[config.mk]
export PLATFORM = sky130hd
export DESIGN_NAME = sar_search_ctrl
export DESIGN_NICKNAME = d
export VERILOG_FILES = /design/src/rtl/sar_search_ctrl_pkg.sv /design/src/rtl/sar_search_ctrl.sv
export SDC_FILE = /design/constraint.sdc
export NUM_CORES = 1
export LEC_CHECK = 0
export ABC_AREA = 1
export CORE_MARGIN = 1.5
export CORE_UTILIZATION = 50
export CTS_BUF_LIST = sky130_fd_sc_hd__clkbuf_8 sky130_fd_sc_hd__clkbuf_16
export CTS_CLUSTER_SIZE = 12
export DETAILED_ROUTE_END_ITERATION = 8
export PLACE_DENSITY = 0.81
export RECOVER_POWER = 25
export SYNTH_ARGS = -nofsm -noshare
export SYNTH_HDL_FRONTEND = slang
export SYNTH_SLANG_ARGS = --single-unit
[constraint.sdc]
create_clock -name clk -period 2.1 [get_ports clk]
set_input_delay 0.315 -clock clk [delete_from_list [all_inputs] [get_ports clk]]
set_output_delay 0.315 -clock clk [all_outputs]
set_load 0.02 [all_outputs]
[src/rtl/sar_search_ctrl_pkg.sv]
// Shared types for the successive-approximation search controller.
// State encodings and the default operand width.
package sar_search_ctrl_pkg;

  localparam int SAR_WIDTH = 3;

  typedef enum logic [1:0] {
    ST_IDLE = 2'd0,
    ST_TRY  = 2'd1,
    ST_DONE = 2'd2
  } sar_state_e;

endpackage

[src/rtl/sar_search_ctrl.sv]
// Successive-approximation search controller: drives comparator b
// with trial values and recovers the unknown operand a bit by bit.
module sar_search_ctrl
  import sar_search_ctrl_pkg::*;
#(
  parameter int WIDTH = SAR_WIDTH,
  localparam int STEPS_W = $clog2(WIDTH + 1)
) (
  input  logic               clk,
  input  logic               reset,
  input  logic               start,
  output logic [WIDTH-1:0]   guess,
  input  logic               cmp_lt,
  input  logic               cmp_eq,
  input  logic               cmp_gt,
  output logic               busy,
  output logic               done,
  output logic [WIDTH-1:0]   result,
  output logic [STEPS_W-1:0] steps,
  output logic               err
);

  localparam logic [WIDTH-1:0] ONE = WIDTH'(1);
  localparam logic [WIDTH-1:0] MSB = ONE << (WIDTH - 1);
  localparam logic [STEPS_W-1:0] TOP_IDX = STEPS_W'(WIDTH - 1);

  sar_state_e         state_q, state_d;
  logic [WIDTH-1:0]   guess_q, guess_d;
  logic [WIDTH-1:0]   result_q, result_d;
  logic [STEPS_W-1:0] steps_q, steps_d;
  logic [STEPS_W-1:0] bit_idx_q, bit_idx_d;
  logic               err_q, err_d;

  logic [WIDTH-1:0]   cur_mask;
  logic [WIDTH-1:0]   trial;
  logic               flags_ok;

  always_ff @(posedge clk) begin
    if (reset) begin
      state_q   <= ST_IDLE;
      guess_q   <= '0;
      result_q  <= '0;
      steps_q   <= '0;
      bit_idx_q <= '0;
      err_q     <= 1'b0;
    end else begin
      state_q   <= state_d;
      guess_q   <= guess_d;
      result_q  <= result_d;
      steps_q   <= steps_d;
      bit_idx_q <= bit_idx_d;
      err_q     <= err_d;
    end
  end

  assign cur_mask = ONE << bit_idx_q;
  assign flags_ok = $onehot({cmp_lt, cmp_eq, cmp_gt});
  // Current bit resolved by lt, next lower bit tentatively set.
  assign trial = (cmp_lt ? (guess_q & ~cur_mask) : guess_q)
               | (cur_mask >> 1);

  always_comb begin
    state_d   = state_q;
    guess_d   = guess_q;
    result_d  = result_q;
    steps_d   = steps_q;
    bit_idx_d = bit_idx_q;
    err_d     = err_q;
    unique case (state_q)
      ST_IDLE: begin
        if (start) begin
          guess_d   = MSB;
          bit_idx_d = TOP_IDX;
          steps_d   = '0;
          err_d     = 1'b0;
          result_d  = '0;
          state_d   = ST_TRY;
        end
      end
      ST_TRY: begin
        steps_d = steps_q + STEPS_W'(1);
        if (!flags_ok) begin
          err_d    = 1'b1;
          result_d = guess_q;
          state_d  = ST_DONE;
        end else if (cmp_eq) begin
          result_d = guess_q;
          state_d  = ST_DONE;
        end else if (bit_idx_q != '0) begin
          guess_d   = trial;
          bit_idx_d = bit_idx_q - STEPS_W'(1);
        end else if (cmp_lt) begin
          result_d = guess_q & ~ONE;
          state_d  = ST_DONE;
        end else begin
          err_d    = 1'b1;
          result_d = guess_q;
          state_d  = ST_DONE;
        end
      end
      ST_DONE: state_d = ST_IDLE;
      default: state_d = ST_IDLE;
    endcase
  end

  always_comb begin
    busy   = (state_q == ST_TRY);
    done   = (state_q == ST_DONE);
    guess  = guess_q;
    result = result_q;
    steps  = steps_q;
    err    = err_q;
  end

endmodule

# Yosys cells after proc, flatten, opt, wreduce, memory -nomap -nowiden
# Cells that the tools add are included.
dict set report classes {
  n_addsub 4
  eq_ne 11
  shift 1
  n_mux 30
  bitwise_logic 3
  n_reduce_logical 8
}
# cell n
set op_table {}
lappend op_table {{3-bit 2-to-1 mux} 9}
lappend op_table {{2-bit 2-to-1 mux} 9}
lappend op_table {{2-bit one-hot mux with 2 select lines} 3}
lappend op_table {{3-bit one-hot mux with 2 select lines} 2}
lappend op_table {{5-bit AND reduction} 2}
lappend op_table {{3-bit inequality test, second input constant} 3}
lappend op_table {{1-bit 2-to-1 mux} 6}
lappend op_table {{2-bit by 1-bit == test with 1-bit output, second input constant} 2}
lappend op_table {{2-bit by 1-bit inequality test with 1-bit output, second input constant} 2}
lappend op_table {{2-bit inequality test, second input constant} 2}
lappend op_table {{4-bit inequality test, second input constant} 1}
lappend op_table {{2-bit AND reduction} 2}
lappend op_table {{2-bit nonzero test} 2}
lappend op_table {{3-bit bitwise AND} 1}
lappend op_table {{3-bit NOT} 1}
lappend op_table {{3-bit by 2-bit bitwise OR with 3-bit output} 1}
lappend op_table {{3-bit AND reduction} 1}
lappend op_table {{1-bit by 2-bit left shift with 3-bit output, first input constant} 1}
lappend op_table {{1-bit by 1-bit adder with 2-bit output} 1}
lappend op_table {{2-bit by 1-bit adder with 2-bit output} 1}
lappend op_table {{2-bit by 1-bit adder with 2-bit output, second input constant} 1}
lappend op_table {{2-bit == test, second input constant} 1}
lappend op_table {{2-bit zero test} 1}
lappend op_table {{1-bit one-hot mux with 2 select lines} 1}
lappend op_table {{2-bit by 1-bit subtractor with 2-bit output, second input constant} 1}
dict set report word_totals {
  regBits 13
  output_inout_bits 11
}

# Depth between registers and ports, before layout
dict set report depth {
  word_depth 9
  mapped_depth 10
  mapped_depth_nobuf 10
}

# Worst setup path before layout
# OpenSTA, ideal clock, no wires.
dict set report synth_timing {
  path_type {input -> register}
  start {input cmp_lt}
  end {register result_q[1], in the netlist result[1]}
  setup_ns 0.113
  t_arrival_ns 1.333
  t_required_ns 1.987
  setup_slack_ns 0.654
  path_stages 8
  path_buffers 0
  cell_sequence {fa_1 > nand3_1 > inv_1 > nand2_2 > nand3_1 > inv_1 > nand2_1 > nand2_1}
}
dict set report synth_via {
  elab_chain_len 4
}
# element line_no
set synth_rtl {}
lappend synth_rtl {{from (decl)} sar_search_ctrl.sv:13} ;# input logic cmp_lt,
lappend synth_rtl {{2-bit by 1-bit adder with 2-bit output (implied by the code) (*)} sar_search_ctrl.sv:57} ;# assign flags_ok = $onehot({cmp_lt, cmp_eq, cmp_gt});
lappend synth_rtl {{2-bit by 1-bit == test with 1-bit output (*)} sar_search_ctrl.sv:57}
lappend synth_rtl {{4-bit inequality test (no line) or 3-bit 2-to-1 mux (tied branches)} --}
lappend synth_rtl {{3-bit AND reduction (no line) or 3-bit one-hot mux with 2 select lines (tied branches)} --}
lappend synth_rtl {{to (signal assigned)} sar_search_ctrl.sv:49} ;# result_q <= result_d;
lappend synth_rtl {{to (decl)} sar_search_ctrl.sv:29} ;# logic [WIDTH-1:0] result_q, result_d;
# Every way passes the cells marked *; elsewhere a longest branch is shown, timed or not.
# A chain may end at the register's enable or synchronous reset.

# Final worst setup path
dict set report layout_timing {
  start {register state_q[0]}
  end {output busy}
}
dict set report layout_via {
  elab_chain_len 1
}
# element line_no
set layout_rtl {}
lappend layout_rtl {{from (decl)} sar_search_ctrl.sv:27} ;# sar_state_e state_q, state_d;
lappend layout_rtl {{from (signal assigned)} sar_search_ctrl.sv:47} ;# state_q <= state_d;
lappend layout_rtl {{2-bit by 1-bit == test with 1-bit output} sar_search_ctrl.sv:107} ;# busy = (state_q == ST_TRY);
lappend layout_rtl {{to (decl)} sar_search_ctrl.sv:16} ;# output logic busy,
# No other way between the ends.

==> summary.txt <==
Timing
  • Final worst slack: 0.244 ns
  • RSZ-0062 raised after global routing: no
  • Slew HR: 82.4%
  • Tmin final: 1.86 ns
  • Setup Skew: 0.00237 ns
  • Worst slew pin tran: 0.262 ns
  • WHS: 0.463 ns
  • Period utilization: 88.4%
  • Endpoints failing hold: 0
  • Sum Neg Setup Slack: 0 ns
  • FMAX: 539 MHz
  • Final Setup Violations: 0
  • Final Max Slew Viols: 0

Setup path
  • Critical Path RT: 1.78 ns
  • CP max stage cell: clkdlybuf4s50_1
  • CP Cell Sequence: inv_2 > nor2_4 > clkdlybuf4s50_1
  • Reg-to-reg slack, setup: 0.72 ns
  • Critical Path Fanout Max: 9
  • Critical path class: reg -> out
  • Signal arrival time at the worst endpoint: 1.54 ns
  • Slowest stage delay, CP: 0.64 ns
  • Startpoint types: flop
  • Endpoint class of the critical path: output port

Clocking
  • Post-CTS setup buffers: 0
  • CTS Buf Count: 3
  • Clock Path Buffers: 2
  • CTS tree: built
  • CTS H-tree depth: 1
  • Hold Buf Count CTS: 0
  • CTS sink count: 13
  • Clk_lat worst skew: 0.24 ns
  • PostCTS Resize Cnt: 0
  • Root buffer cell: clkbuf_8
  • CTS clk-pin slew, worst paths: 0.06 ns

Placed design
  • DP Cell Count: 131
  • HPWL after detailed placement: 1130 um
  • Pre-CTS setup slack: 0.0548 ns
  • RePlAce Congestion: 0.893
  • PortBufs: 16

Floorplanning
  • Core ar.: 1280 um2
  • Io pins: 17
  • Die area: 1590 um2
  • DIE WIDTH: 39.9 um
  • Starting Density: 53.0%
  • Die H: 39.9 um
  • Core Rows: 13

Synthesis
  • FFs w/ async S/R, synth: 0%
  • Syn Inst Count: 99
  • Syn_area_per_cell: 6.88 um2
  • Ys Warns: 0
  • Share of the synthesized area in the top cell type: 38.2%
  • Biggest area consumer among synthesized cells: dfxtp_1
  • Syn Std Cell Area: 681 um2
  • Post-synth top cells: nand2_1, dfxtp_1, nand3_1
  • EDFF count, synth: 0
  • Top area cells in the synthesized netlist: dfxtp_1, nand2_1, nand3_1
  • Seq/Total Area, Yosys: 38.2%
  • Mapped Nets: 109
  • Count of cell types in the netlist: 17
  • Main synth FF type: dfxtp_1
  • Most frequent cell after synthesis: nand2_1
  • Number of synthesized register bits: 13

Layout
  • # diodes: 0
  • Filler instances: 116
  • Nets: 131
  • Area Growth Syn to Fin: 34.0%
  • Non-filler instance count after layout: 135
  • Share of layout cells above drive strength 1: 9.17%

Route
  • Drt total wl: 1390 um
  • Post-route ant nets: 0
  • Vias/cell: 4.87
  • DR vias: 657
  • Wire per inst: 10.3 um
  • DRC Markers: 0
  • Initial DRC Count: 11
  • DRT Pass-1 Iters: 4

Pwr
  • Maximum VDD drop: 0.474 mV
  • Internal Power: 475 uW
  • Power share of the sequential group: 41.2%
  • Switching share of power: 31.6%
  • Clock share of power: 31.3%
  • P_sw: 220 uW
  • Power per Cell Area: 762 nW/um2
  • Pleak: 0.442 nW
  • Combinational Power Share: 27.5%

GRT
  • Vias in the first global route: 543
  • GR Overflow Total: 0
  • First-pass GRT wire length: 2170 um
  • Largest net degree at the start of global routing: 11
  • Initial antenna violation count: 0
  • Total routing usage reported by global routing: 20.4%

Run
  • Max-Cap Viols: 0

Outcome
  • Status: finished, final reports clean

Hold path
  • Worst hold path type: reg -> reg
power groups by stage:
stage                     combinational (mW)  sequential [mW]  clock [mW]
after floorplan                        0.109            0.305           0
after global placement                 0.192            0.290           0
after detailed placement               0.195            0.292           0
after CTS                              0.195            0.287       0.216
after global routing                   0.217            0.289       0.223
final                                  0.191            0.286       0.217
worst max-delay path, delay by kind of cell (launching register included):
kind                   cells  cell delay, ns
buffers and inverters      2            0.71
flip-flops                 1            0.40
AND/OR/NAND/NOR            1            0.19
state kept, by name (all words and copies together), names as in the netlist:
register / cells
bit_idx_q: 2
state_q: 2
guess: 3
steps: 2
err: 1
result: 3
cells by family after synthesis:
kind of cell	synth area share [%]
and+or+nand+nor	38.2
buffers and inverters	8.27
DFF	38.2
AOI/OAI and AO/OA	6.80
adders and majority gates	8.46
final cells by class:
type,instances,area (um2),area share [%]
multi-input cells,71,364,39.9
flip-flops and latches,13,260,28.5
repair buffers,17,168,18.4
inverters,15,56.3,6.17
clock buffers,3,41.3,4.53
well taps,15,18.8,2.06
clock inverters,1,3.75,0.412
layout by cell type (no fill, tap or decap):
cell             count
nand2_2              1
ha_1                 3
nor2_1              11
dlygate4sd3_1        5
nand2_1             29
clkdlybuf4s50_1     11
nand3_1             13
a31oi_1              1
inv_1               13
clkbuf_8             3
buf_4                1
fa_1                 1
nand2_4              1
a21oi_1              4
o21ai_0              4
inv_2                2
clkinv_1             1
nor2_4               1
dfxtp_1             13
nand3_2              1
nor2_2               1
worst paths after layout:
path / start / endpoint / cells after the start
setup reg to reg: bit_idx_q[0] / result[1] / 10
hold / removal: steps[1] / steps[1] / 1
setup / recovery: state_q[0] / busy / 3
hold reg to reg: steps[1] / steps[1] / 1
per-layer routing:
metal | routed length, um | track usage (%)
met1 | 648 | 25.3
met2 | 680 | 32.3
met3 | 38 | 3.41
met4 | 24 | 12.1
met5 | 0 | 0
stage by stage:
step | total power, mW | utilization (%) | instance area [um2]
2_1_floorplan | 0.414 | - | 681
3_3_place_gp | 0.483 | 67.5 | 867
4_1_cts | 0.698 | 71.0 | 912
3_5_place_dp | 0.486 | 67.5 | 867
6_report | 0.695 | 71.0 | 912
5_1_grt | 0.729 | 71.0 | 912
Note: power is estimated with default switching activity, not from simulation.
